File: src/rtl/de_exec_pkg.sv
`default_nettype none
// ============================================================================
// Module  : de_exec_pkg
// Brief   : Shared types and constants for the Decode/Execute execute unit.
// Revision: 1.0 - initial release
// ============================================================================
package de_exec_pkg;

    localparam int unsigned DEFAULT_WIDTH = 16;

    typedef enum logic [2:0] {
        OP_ADD = 3'b000,
        OP_SUB = 3'b001,
        OP_AND = 3'b010,
        OP_OR  = 3'b011,
        OP_XOR = 3'b100,
        OP_SHL = 3'b101,
        OP_SHR = 3'b110,
        OP_MUL = 3'b111
    } alu_op_t;

    typedef enum logic [1:0] {
        ST_IDLE = 2'd0,
        ST_MUL  = 2'd1,
        ST_DONE = 2'd2
    } exec_state_t;

    // Pass-through control bits, ordered as they travel down the pipe.
    typedef struct packed {
        logic wbs;
        logic wme;
        logic mm;
        logic wm;
        logic am;
        logic ni;
    } ctrl_t;

endpackage
`default_nettype wire

File: src/rtl/de_execute_unit_if.sv
`default_nettype none
// ============================================================================
// Module  : de_execute_unit_if
// Brief   : Decode->Execute request and Execute->Memory result handshakes.
// Revision: 1.0 - initial release
// ============================================================================
interface de_execute_unit_if #(
    parameter int unsigned WIDTH = de_exec_pkg::DEFAULT_WIDTH
) ();
    logic             de_valid;
    logic             de_ready;
    logic             wbs_in, wme_in, mm_in, wm_in, am_in, ni_in;
    logic [2:0]       ALUop_in;
    logic [WIDTH-1:0] srcA_in;
    logic [WIDTH-1:0] srcB_in;

    logic             em_valid;
    logic             em_ready;
    logic             wbs_out, wme_out, mm_out, wm_out, am_out, ni_out;
    logic [2:0]       ALUop_out;
    logic [WIDTH-1:0] alu_result;
    logic             z_flag;
    logic             n_flag;
    logic             busy;

    // Execute unit view
    modport slave (
        input  de_valid, wbs_in, wme_in, mm_in, wm_in, am_in, ni_in,
               ALUop_in, srcA_in, srcB_in, em_ready,
        output de_ready, em_valid, wbs_out, wme_out, mm_out, wm_out, am_out,
               ni_out, ALUop_out, alu_result, z_flag, n_flag, busy
    );

    // Decode / downstream view
    modport master (
        output de_valid, wbs_in, wme_in, mm_in, wm_in, am_in, ni_in,
               ALUop_in, srcA_in, srcB_in, em_ready,
        input  de_ready, em_valid, wbs_out, wme_out, mm_out, wm_out, am_out,
               ni_out, ALUop_out, alu_result, z_flag, n_flag, busy
    );
endinterface
`default_nettype wire

File: src/rtl/seq_multiplier.sv
`default_nettype none
// ============================================================================
// Module  : seq_multiplier
// Brief   : Shift-add multiplier, one multiplier bit per cycle, low WIDTH bits.
// Revision: 1.0 - initial release
// ============================================================================
module seq_multiplier #(
    parameter int unsigned WIDTH = de_exec_pkg::DEFAULT_WIDTH
) (
    input  logic             clk,
    input  logic             rst,
    input  logic             start,
    input  logic [WIDTH-1:0] a,
    input  logic [WIDTH-1:0] b,
    output logic             done,
    output logic [WIDTH-1:0] product
);
    localparam int unsigned CW = $clog2(WIDTH);

    logic [WIDTH-1:0] a_q, a_d;
    logic [WIDTH-1:0] b_q, b_d;
    logic [WIDTH-1:0] prod_q, prod_d;
    logic [CW-1:0]    cnt_q, cnt_d;
    logic             run_q, run_d;
    logic             last;

    assign last    = (cnt_q == CW'(WIDTH - 1));
    // Pulses in the cycle whose edge folds in the final bit.
    assign done    = run_q && last;
    assign product = prod_q;

    always_comb begin
        a_d    = a_q;
        b_d    = b_q;
        prod_d = prod_q;
        cnt_d  = cnt_q;
        run_d  = run_q;
        if (start) begin
            a_d    = a;
            b_d    = b;
            prod_d = '0;
            cnt_d  = '0;
            run_d  = 1'b1;
        end else if (run_q) begin
            if (b_q[0]) begin
                prod_d = prod_q + a_q;
            end
            a_d   = a_q << 1;
            b_d   = b_q >> 1;
            cnt_d = cnt_q + 1'b1;
            if (last) begin
                run_d = 1'b0;
            end
        end
    end

    always_ff @(posedge clk or posedge rst) begin
        if (rst) begin
            a_q    <= '0;
            b_q    <= '0;
            prod_q <= '0;
            cnt_q  <= '0;
            run_q  <= 1'b0;
        end else begin
            a_q    <= a_d;
            b_q    <= b_d;
            prod_q <= prod_d;
            cnt_q  <= cnt_d;
            run_q  <= run_d;
        end
    end
endmodule
`default_nettype wire

File: src/rtl/de_execute_unit.sv
`default_nettype none
// ============================================================================
// Module  : de_execute_unit
// Brief   : Execute stage: single-cycle ALU ops, iterative MUL, registered
//           result with valid/ready on both sides.
// Revision: 1.0 - initial release
// ============================================================================
module de_execute_unit #(
    parameter int unsigned WIDTH = de_exec_pkg::DEFAULT_WIDTH,
    parameter int unsigned SHW   = $clog2(WIDTH)
) (
    input  logic             clk,
    input  logic             rst,
    de_execute_unit_if.slave bus
);
    import de_exec_pkg::*;

    exec_state_t      state_q, state_d;
    logic             em_valid_q, em_valid_d;
    logic [WIDTH-1:0] result_q, result_d;
    logic             z_q, z_d;
    logic             n_q, n_d;
    ctrl_t            ctrl_out_q, ctrl_out_d;
    alu_op_t          op_out_q, op_out_d;
    ctrl_t            ctrl_mul_q, ctrl_mul_d;

    alu_op_t          op_in;
    ctrl_t            ctrl_in;
    logic             out_free;
    logic             accept;
    logic             mul_start;
    logic             mul_done;
    logic [WIDTH-1:0] mul_product;
    logic [WIDTH-1:0] alu_value;
    logic             load;
    logic [WIDTH-1:0] load_value;

    assign op_in   = alu_op_t'(bus.ALUop_in);
    assign ctrl_in = {bus.wbs_in, bus.wme_in, bus.mm_in, bus.wm_in, bus.am_in, bus.ni_in};

    // Output slot is free when empty or being consumed this edge.
    assign out_free     = !em_valid_q || bus.em_ready;
    assign bus.de_ready = !rst && (state_q == ST_IDLE) && out_free;
    assign accept       = bus.de_valid && bus.de_ready;
    assign mul_start    = accept && (op_in == OP_MUL);

    seq_multiplier #(.WIDTH(WIDTH)) u_mul (
        .clk     (clk),
        .rst     (rst),
        .start   (mul_start),
        .a       (bus.srcA_in),
        .b       (bus.srcB_in),
        .done    (mul_done),
        .product (mul_product)
    );

    always_comb begin
        alu_value = '0;
        case (op_in)
            OP_ADD:  alu_value = bus.srcA_in + bus.srcB_in;
            OP_SUB:  alu_value = bus.srcA_in - bus.srcB_in;
            OP_AND:  alu_value = bus.srcA_in & bus.srcB_in;
            OP_OR:   alu_value = bus.srcA_in | bus.srcB_in;
            OP_XOR:  alu_value = bus.srcA_in ^ bus.srcB_in;
            OP_SHL:  alu_value = bus.srcA_in << bus.srcB_in[SHW-1:0];
            OP_SHR:  alu_value = bus.srcA_in >> bus.srcB_in[SHW-1:0];
            default: alu_value = '0;
        endcase
    end

    always_comb begin
        state_d    = state_q;
        em_valid_d = em_valid_q;
        result_d   = result_q;
        z_d        = z_q;
        n_d        = n_q;
        ctrl_out_d = ctrl_out_q;
        op_out_d   = op_out_q;
        ctrl_mul_d = ctrl_mul_q;
        load       = 1'b0;
        load_value = '0;

        if (em_valid_q && bus.em_ready) begin
            em_valid_d = 1'b0;
        end

        case (state_q)
            ST_IDLE: begin
                if (accept) begin
                    if (op_in == OP_MUL) begin
                        ctrl_mul_d = ctrl_in;
                        state_d    = ST_MUL;
                    end else begin
                        load       = 1'b1;
                        load_value = alu_value;
                        ctrl_out_d = ctrl_in;
                        op_out_d   = op_in;
                    end
                end
            end
            ST_MUL: begin
                if (mul_done) begin
                    state_d = ST_DONE;
                end
            end
            ST_DONE: begin
                if (out_free) begin
                    load       = 1'b1;
                    load_value = mul_product;
                    ctrl_out_d = ctrl_mul_q;
                    op_out_d   = OP_MUL;
                    state_d    = ST_IDLE;
                end
            end
            default: state_d = ST_IDLE;
        endcase

        if (load) begin
            em_valid_d = 1'b1;
            result_d   = load_value;
            z_d        = (load_value == '0);
            n_d        = load_value[WIDTH-1];
        end
    end

    always_ff @(posedge clk or posedge rst) begin
        if (rst) begin
            state_q    <= ST_IDLE;
            em_valid_q <= 1'b0;
            result_q   <= '0;
            z_q        <= 1'b0;
            n_q        <= 1'b0;
            ctrl_out_q <= '0;
            op_out_q   <= OP_ADD;
            ctrl_mul_q <= '0;
        end else begin
            state_q    <= state_d;
            em_valid_q <= em_valid_d;
            result_q   <= result_d;
            z_q        <= z_d;
            n_q        <= n_d;
            ctrl_out_q <= ctrl_out_d;
            op_out_q   <= op_out_d;
            ctrl_mul_q <= ctrl_mul_d;
        end
    end

    assign bus.em_valid   = em_valid_q;
    assign bus.alu_result = result_q;
    assign bus.z_flag     = z_q;
    assign bus.n_flag     = n_q;
    assign bus.ALUop_out  = op_out_q;
    assign bus.wbs_out    = ctrl_out_q.wbs;
    assign bus.wme_out    = ctrl_out_q.wme;
    assign bus.mm_out     = ctrl_out_q.mm;
    assign bus.wm_out     = ctrl_out_q.wm;
    assign bus.am_out     = ctrl_out_q.am;
    assign bus.ni_out     = ctrl_out_q.ni;
    assign bus.busy       = (state_q != ST_IDLE);
endmodule
`default_nettype wire

File: src/flat_wrapper.sv
// flat-port wrapper written by rule: the top's interface ports become plain ports
module de_execute_unit_flat import de_exec_pkg::*;
#(
    parameter int unsigned WIDTH = de_exec_pkg::DEFAULT_WIDTH,
    parameter int unsigned SHW   = $clog2(WIDTH)
)
  (clk, rst, bus_de_valid, bus_wbs_in, bus_wme_in, bus_mm_in, bus_wm_in, bus_am_in, bus_ni_in, bus_ALUop_in, bus_srcA_in, bus_srcB_in, bus_em_ready, bus_de_ready, bus_em_valid, bus_wbs_out, bus_wme_out, bus_mm_out, bus_wm_out, bus_am_out, bus_ni_out, bus_ALUop_out, bus_alu_result, bus_z_flag, bus_n_flag, bus_busy);
  de_execute_unit_if #(.WIDTH(WIDTH)) bus_i ();
  input  logic clk;
  input  logic rst;
  input wire logic [$bits(bus_i.de_valid)-1:0] bus_de_valid;
  input wire logic [$bits(bus_i.wbs_in)-1:0] bus_wbs_in;
  input wire logic [$bits(bus_i.wme_in)-1:0] bus_wme_in;
  input wire logic [$bits(bus_i.mm_in)-1:0] bus_mm_in;
  input wire logic [$bits(bus_i.wm_in)-1:0] bus_wm_in;
  input wire logic [$bits(bus_i.am_in)-1:0] bus_am_in;
  input wire logic [$bits(bus_i.ni_in)-1:0] bus_ni_in;
  input wire logic [$bits(bus_i.ALUop_in)-1:0] bus_ALUop_in;
  input wire logic [$bits(bus_i.srcA_in)-1:0] bus_srcA_in;
  input wire logic [$bits(bus_i.srcB_in)-1:0] bus_srcB_in;
  input wire logic [$bits(bus_i.em_ready)-1:0] bus_em_ready;
  output wire logic [$bits(bus_i.de_ready)-1:0] bus_de_ready;
  output wire logic [$bits(bus_i.em_valid)-1:0] bus_em_valid;
  output wire logic [$bits(bus_i.wbs_out)-1:0] bus_wbs_out;
  output wire logic [$bits(bus_i.wme_out)-1:0] bus_wme_out;
  output wire logic [$bits(bus_i.mm_out)-1:0] bus_mm_out;
  output wire logic [$bits(bus_i.wm_out)-1:0] bus_wm_out;
  output wire logic [$bits(bus_i.am_out)-1:0] bus_am_out;
  output wire logic [$bits(bus_i.ni_out)-1:0] bus_ni_out;
  output wire logic [$bits(bus_i.ALUop_out)-1:0] bus_ALUop_out;
  output wire logic [$bits(bus_i.alu_result)-1:0] bus_alu_result;
  output wire logic [$bits(bus_i.z_flag)-1:0] bus_z_flag;
  output wire logic [$bits(bus_i.n_flag)-1:0] bus_n_flag;
  output wire logic [$bits(bus_i.busy)-1:0] bus_busy;
  assign bus_i.de_valid = bus_de_valid;
  assign bus_i.wbs_in = bus_wbs_in;
  assign bus_i.wme_in = bus_wme_in;
  assign bus_i.mm_in = bus_mm_in;
  assign bus_i.wm_in = bus_wm_in;
  assign bus_i.am_in = bus_am_in;
  assign bus_i.ni_in = bus_ni_in;
  assign bus_i.ALUop_in = bus_ALUop_in;
  assign bus_i.srcA_in = bus_srcA_in;
  assign bus_i.srcB_in = bus_srcB_in;
  assign bus_i.em_ready = bus_em_ready;
  assign bus_de_ready = bus_i.de_ready;
  assign bus_em_valid = bus_i.em_valid;
  assign bus_wbs_out = bus_i.wbs_out;
  assign bus_wme_out = bus_i.wme_out;
  assign bus_mm_out = bus_i.mm_out;
  assign bus_wm_out = bus_i.wm_out;
  assign bus_am_out = bus_i.am_out;
  assign bus_ni_out = bus_i.ni_out;
  assign bus_ALUop_out = bus_i.ALUop_out;
  assign bus_alu_result = bus_i.alu_result;
  assign bus_z_flag = bus_i.z_flag;
  assign bus_n_flag = bus_i.n_flag;
  assign bus_busy = bus_i.busy;
  de_execute_unit #(.WIDTH(WIDTH), .SHW(SHW)) u_core (.clk(clk), .rst(rst), .bus(bus_i));
endmodule
File: config.mk
export PLATFORM = sky130hd
export DESIGN_NAME = de_execute_unit_flat
export DESIGN_NICKNAME = d
export VERILOG_FILES = /design/src/rtl/de_exec_pkg.sv /design/src/rtl/de_execute_unit_if.sv /design/src/rtl/seq_multiplier.sv /design/src/rtl/de_execute_unit.sv /design/src/flat_wrapper.sv
export SDC_FILE = /design/constraint.sdc
export NUM_CORES = 1
export LEC_CHECK = 0
export CELL_PAD_IN_SITES_DETAIL_PLACEMENT = 1
export CELL_PAD_IN_SITES_GLOBAL_PLACEMENT = 1
export CORE_MARGIN = 2
export CORE_UTILIZATION = 45
export DETAILED_ROUTE_END_ITERATION = 8
export GPL_TIMING_DRIVEN = 0
export HOLD_SLACK_MARGIN = 0.1
export PLACE_DENSITY = 0.78
export SYNTH_ARGS = -nofsm -noshare
export SYNTH_HDL_FRONTEND = slang
export SYNTH_SLANG_ARGS = --single-unit
File: constraint.sdc
create_clock -name clk -period 8.3 [get_ports clk]
set_input_delay 1.66 -clock clk [delete_from_list [all_inputs] [get_ports clk]]
set_output_delay 1.66 -clock clk [all_outputs]
set_load 0.02 [all_outputs]
== Word level (Yosys, flattened, before mapping) ==
Index checks and enable logic that the tools add are counted.
Word-level totals
  register bits: 89
  input port bits: 45
  word-level logic and storage cells: 104
Cells by class
  equality and inequality tests: 15
  shift-type cells: 2
  reduce and logical (&&, ||, !) cells: 21
  add/subtract/negate cells: 4
  bitwise logic cells: 3
  multiplexer cells: 36
Operator list (number)
  2-to-1 mux 16 bit: 10
  one-hot mux 16 bit (7 select lines): 1
  adder 16 bit: 2
  one-hot mux 16 bit (2 select lines): 1
  2-to-1 mux 6 bit: 3
  AND 16 bit: 1
  logical NOT 16 bit: 1
  OR 16 bit: 1
  << shifter 16 x 4 -> 16 bit: 1
  right shift 16 x 4 -> 16 bit: 1
  subtractor 16 bit: 1
  XOR 16 bit: 1
  equality test 3 bit, second input constant: 4
  one-hot mux 6 bit (2 select lines): 1
  nonzero test 2 bit: 5
  2-to-1 mux 3 bit: 3
  2-to-1 mux 1 bit: 8
  2-to-1 mux 2 bit: 4
  2-to-1 mux 4 bit: 2
  AND reduction 4 bit: 2
  equality test 3 x 2 -> 1 bit, second input constant: 2
  logical AND 1 bit: 6
  inequality test 2 x 1 -> 1 bit, second input constant: 3
  one-hot mux 2 bit (3 select lines): 1
  14 further kinds: 16

== Longest topological paths before layout ==
Gate-level depths: netlist of the first run.
  word-level depth: 7
  gate-level depth with buffers: 21

== Hierarchy ==
A second synthesis of the first run with hierarchy kept.
Unflattened totals
  cell total of the unflattened synthesis: 1000
  area, all modules: 8430.6 um^2
By module, submodules not included
  de_execute_unit: times used 1, cells an instance 645, sequential area each 875.8 um^2, area an instance 5212.5 um^2
  seq_multiplier: times used 1, cells an instance 355, sequential area each 1326.3 um^2, area an instance 3218.1 um^2

== Worst setup path after synthesis of the first run ==
No wires, ideal clock.
  kind: input-to-reg
  start: input bus_ALUop_in[2]
  end: register u_core.z_q, in the netlist u_core.bus.z_flag
  data arrival time: 5.077 ns
  path buffers: 2
  data required time: 8.234 ns
  path slack: 3.157 ns
  stages: 16
  path through: clkbuf_1 > nor2_1 > clkbuf_1 > and2_1 > nor2_1 > xnor2_1 > ha_1 > nor2b_1 > o31a_1 > o221a_1 > or3_1 > nand3_1 > a22oi_1 > or4_1 > nor4_2 > a22o_1
Between the ends
  longest elaborated chain between the ends: 6
Ends and longest elaborated chain
  start: declaration: line flat_wrapper.sv:18  | input wire logic [$bits(bus_i.ALUop_in)-1:0] bus_ALUop_in;
  equality test 3 bit, or another cell as far along: line de_execute_unit.sv:59  | case (op_in)
  one-hot mux 16 bit (7 select lines): line de_execute_unit.sv:59
  2-to-1 mux 16 bit: line de_execute_unit.sv:90  | if (op_in == OP_MUL) begin
  2-to-1 mux 16 bit: line de_execute_unit.sv:89  | if (accept) begin
  one-hot mux 16 bit (2 select lines): line de_execute_unit.sv:87  | case (state_q)
  logical NOT 16 bit: line de_execute_unit.sv:121  | z_d = (load_value == '0);
  end signal: assignment: line de_execute_unit.sv:140  | z_q <= z_d;
  end: declaration: line de_execute_unit.sv:21  | logic z_q, z_d;
Parallel ways exist; a longest one is shown, timed or not.
A chain may end at the register's enable or synchronous reset.

== Worst setup path in the final report of the first run ==
  start: input bus_srcB_in[1]
  end: register u_core.z_q, in the netlist u_core.bus.z_flag
Between the ends
  longest elaborated chain between the ends: 6
Ends and longest elaborated chain
  start: declaration: line flat_wrapper.sv:20  | input wire logic [$bits(bus_i.srcB_in)-1:0] bus_srcB_in;
  subtractor 16 bit, or another cell as far along: line de_execute_unit.sv:61  | OP_SUB: alu_value = bus.srcA_in - bus.srcB_in;
  one-hot mux 16 bit (7 select lines) *: line de_execute_unit.sv:59
  2-to-1 mux 16 bit *: line de_execute_unit.sv:90
  2-to-1 mux 16 bit *: line de_execute_unit.sv:89
  one-hot mux 16 bit (2 select lines) *: line de_execute_unit.sv:87
  logical NOT 16 bit *: line de_execute_unit.sv:121
Mark *: on every way between the ends. The rest lies on a longest branch, timed or not.

==> results of run 1 <==
==> stage by stage <==
step	instances	total power, mW	hold slack (ns)	cell area (µm²)
CTS	1257	2.48	0.463	9330
global placement	1240	2.00	0.442	9000
finish	1257	2.47	0.458	9330
detailed placement	1241	2.05	0.455	9030
global route	1257	2.63	0.475	9330
floorplan	942	1.59	0.422	7990
==> metal layers <==
| metal | up-vias | wire (µm) | track usage |
|---|---|---|---|
| met4 | 0 | 1620 | 0.174 |
| met5 | - | 0 | 0 |
| li1 | 3607 | - | - |
| met2 | 331 | 14600 | 0.555 |
| met3 | 96 | 1980 | 0.0504 |
| met1 | 3983 | 13200 | 0.439 |
==> cell type report <==
cell class | instances | area share
Tap cell | 225 | 0.0302
Inverter | 46 | 0.0188
Multi-Input combinational cell | 751 | 0.576
Timing Repair Buffer | 74 | 0.0813
Clock inverter | 7 | 0.00724
Buffer | 57 | 0.0263
Sequential cell | 88 | 0.236
Clock buffer | 9 | 0.0241
==> flip-flops by register name (all words and copies together) (netlist names), 2 cells and up <==
| name | cells |
|---|---|
| u_core.u_mul.cnt_q | 4 |
| u_core.bus.alu_result | 16 |
| u_core.bus.ALUop_out | 3 |
| u_core.u_mul.product | 16 |
| u_core.state_q | 2 |
| u_core.u_mul.a_q | 16 |
| u_core.u_mul.b_q | 16 |
| u_core.ctrl_mul_q | 6 |
==> final timing paths <==
kind,cells past startpoint,endpoint,startpoint
setup / recovery,20,u_core.bus.z_flag$_DFFE_PP0P_,bus_srcB_in[1]
hold / removal,1,u_core.state_q[0]$_DFFE_PP0P_,u_core.state_q[1]$_DFFE_PP0P_
setup reg to reg,11,u_core.bus.z_flag$_DFFE_PP0P_,u_core.state_q[0]$_DFFE_PP0P_
hold reg to reg,1,u_core.state_q[0]$_DFFE_PP0P_,u_core.state_q[1]$_DFFE_PP0P_
max in group asynchronous,3,u_core.u_mul.a_q[12]$_DFFE_PP0P_,rst
min in group asynchronous,2,u_core.state_q[0]$_DFFE_PP0P_,rst
==> power breakdown <==
group          internal, mW  total [mW]  switching (mW)
Clock                 0.213       0.411           0.199
Sequential            0.619       0.795           0.176
Combinational         0.567        1.26           0.696
==> Yosys cell counts, types with 6 or more instances <==
master / number / area (µm²)
a21o_1: 23 / 173
o221ai_1: 6 / 52.6
o21ai_0: 81 / 405
nand4_1: 8 / 50.1
buf_1: 6 / 22.5
inv_1: 42 / 158
a211oi_1: 6 / 45.0
a31oi_1: 10 / 62.6
or3_1: 6 / 37.5
xor2_1: 6 / 52.6
o22ai_1: 12 / 75.1
clkbuf_1: 38 / 143
a22oi_1: 19 / 143
nand2b_1: 15 / 93.8
nand3b_1: 8 / 60.1
a21oi_1: 49 / 245
nand2_1: 114 / 428
mux2_4: 8 / 120
mux2i_1: 60 / 601
buf_2: 10 / 50.1
nor3_1: 10 / 50.1
ha_1: 65 / 813
dfrtp_1: 88 / 2200
mux4_2: 9 / 203
mux2_2: 15 / 169
o21a_1: 7 / 52.6
nor2b_1: 11 / 68.8
xnor2_1: 28 / 245
o31a_1: 7 / 61.3
nand3_1: 16 / 80.1
nor2_1: 66 / 248
==> cell families (layout without fill, tap and decap cells) <==
family / count (synthesis) / in the layout / synth area share
buffers and inverters: 103 / 193 / 0.0523
adder cells (fa/ha/maj): 67 / 67 / 0.107
XOR/XNOR: 34 / 34 / 0.0373
AO/OA/AOI/OAI: 277 / 277 / 0.227
AND/OR/NAND/NOR: 280 / 280 / 0.163
multiplexers: 93 / 93 / 0.138
flip-flops: 88 / 88 / 0.276
==> worst max-delay path, stage by stage <==
cell and delay, ns:
clkdlybuf4s50_1 0.52, inv_2 0.23, buf_2 0.31, buf_1 0.55, ha_1 0.35, nand4_1 0.22, nor2_1 0.16, nand4_1 0.19
nand2_1 0.14, xnor2_1 0.07, ha_1 0.27, clkbuf_1 0.37, o21ai_0 0.16, a31oi_1 0.26, o221ai_1 0.18, a311oi_1 0.45
a21oi_1 0.16, or4_1 0.49, nor4_2 0.16, a22o_1 0.15
==> run summary, run 1 <==
status -> complete, no violations
setup tns final -> 0 ns
Top FF cell, synth -> dfrtp_1
Die Y-Extent -> 137 µm
width of the die -> 137 µm
leak pwr -> 4.03 nW
clk root buf -> clkbuf_16
maxcap violations -> 0
count of state elements after synthesis -> 88
Yosys cell types -> 75
DP HPWL -> 24300 µm
VDD IR max -> 165 µV
Worst Path Arrival -> 7.06 ns
Post-CTS Setup Inserts -> 0
# setup viols final -> 0
most frequent cells in the layout -> nand2_1, dfrtp_1, o21ai_0
post_cts resized -> 0
multi-input logic area -> 5370 µm²
YS warnings -> 0
TritonCTS Buffers -> 9
unrepaired setup endpoints after global routing -> no
Port Buffer Count -> 73
total number of vias -> 8017
Starting Density -> 0.460
area delta synth->final -> 16.7%
pwr dens -> 265 nW/µm²
GRT Residual Overflow -> 0
commonest non-fill, non-tap cell in the layout -> nand2_1
CP required -> 8.60 ns
Core Footprint -> 17400 µm²
Max FO, Critical Path -> 11
vias in the first global route -> 8086
largest net degree at the start of global routing -> 58
Vias/cell -> 6.38
H-tree Lvls -> 3
period utilization -> 0.814
Avg Inst Size Synth -> 8.48 µm²
r2r setup slk -> 5.03 ns
sequential area share after synthesis -> 0.276
CTS Hold Bufs -> 0
Initial DRT Pass Iterations -> 5
maximum clock path buffer count -> 2
syn_nets -> 1054
Hold Fails Final Rpt -> 0
Filler Cell Count -> 2083
post-layout util -> 0.537
asr flop ratio synth -> 1.00
num rows -> 48
Worst-Skew Late Latency -> 0.36 ns
first-pass GRT wire length -> 47900 µm
Slew Viols, Final -> 0
Final WS setup -> 1.54 ns
GRT Overall Usage -> 0.340
Mapped Cells -> 942
achievable frequency -> 148 MHz
TritonCTS clock tree -> yes
Die Area -> 18800 µm²
ANT cells -> 0
antenna viol nets, final -> 0
skew final -> 0.00999 ns
CP Capture Type -> flip-flop
slew margin rel. -> 0.495
Syn Std Cell Area -> 7990 µm²
layout cells sized above 1 -> 0.0736
Clk pin slew, worst setup/hold paths -> 0.07 ns
post-DR wirelength/cell -> 25.0 µm
worst slack, placed -> 1.39 ns
NumNets Final -> 1139
DRC -> 0
routed wire length -> 31400 µm
register area -> 2200 µm²
antenna violations before repair -> 0
clk sinks -> 88
Post-synth EDFFs -> 0
drt initial violations -> 697
io pins -> 75
Worst Tran Pin Value -> 0.755 ns
routability cong. -> 1.00
Tmin final -> 6.76 ns
startpoint types -> primary input
Hold Crit Class -> flip-flop to flip-flop
classification of the worst setup path -> primary input to flip-flop
No activity file was read; power rests on OpenSTA's default activity.
==> run 2, diff against run 1 <==
==> constraint.sdc (replaced) <==
create_clock -name clk -period 6.7 [get_ports clk]
set_input_delay 1.34 -clock clk [delete_from_list [all_inputs] [get_ports clk]]
set_output_delay 1.34 -clock clk [all_outputs]
set_load 0.02 [all_outputs]
==> results of run 2 <==
Same layout as run 1 (identical final DEF). Status: complete, no violations.
Main changes from that run: setup slack after placement 1.39 ns -> 0.111 ns; setup slack after layout 1.54 ns -> 0.260 ns; register-to-register setup slack 5.03 ns -> 3.43 ns; total power 2.47 mW -> 3.06 mW; worst IR drop on VDD 165 µV -> 204 µV
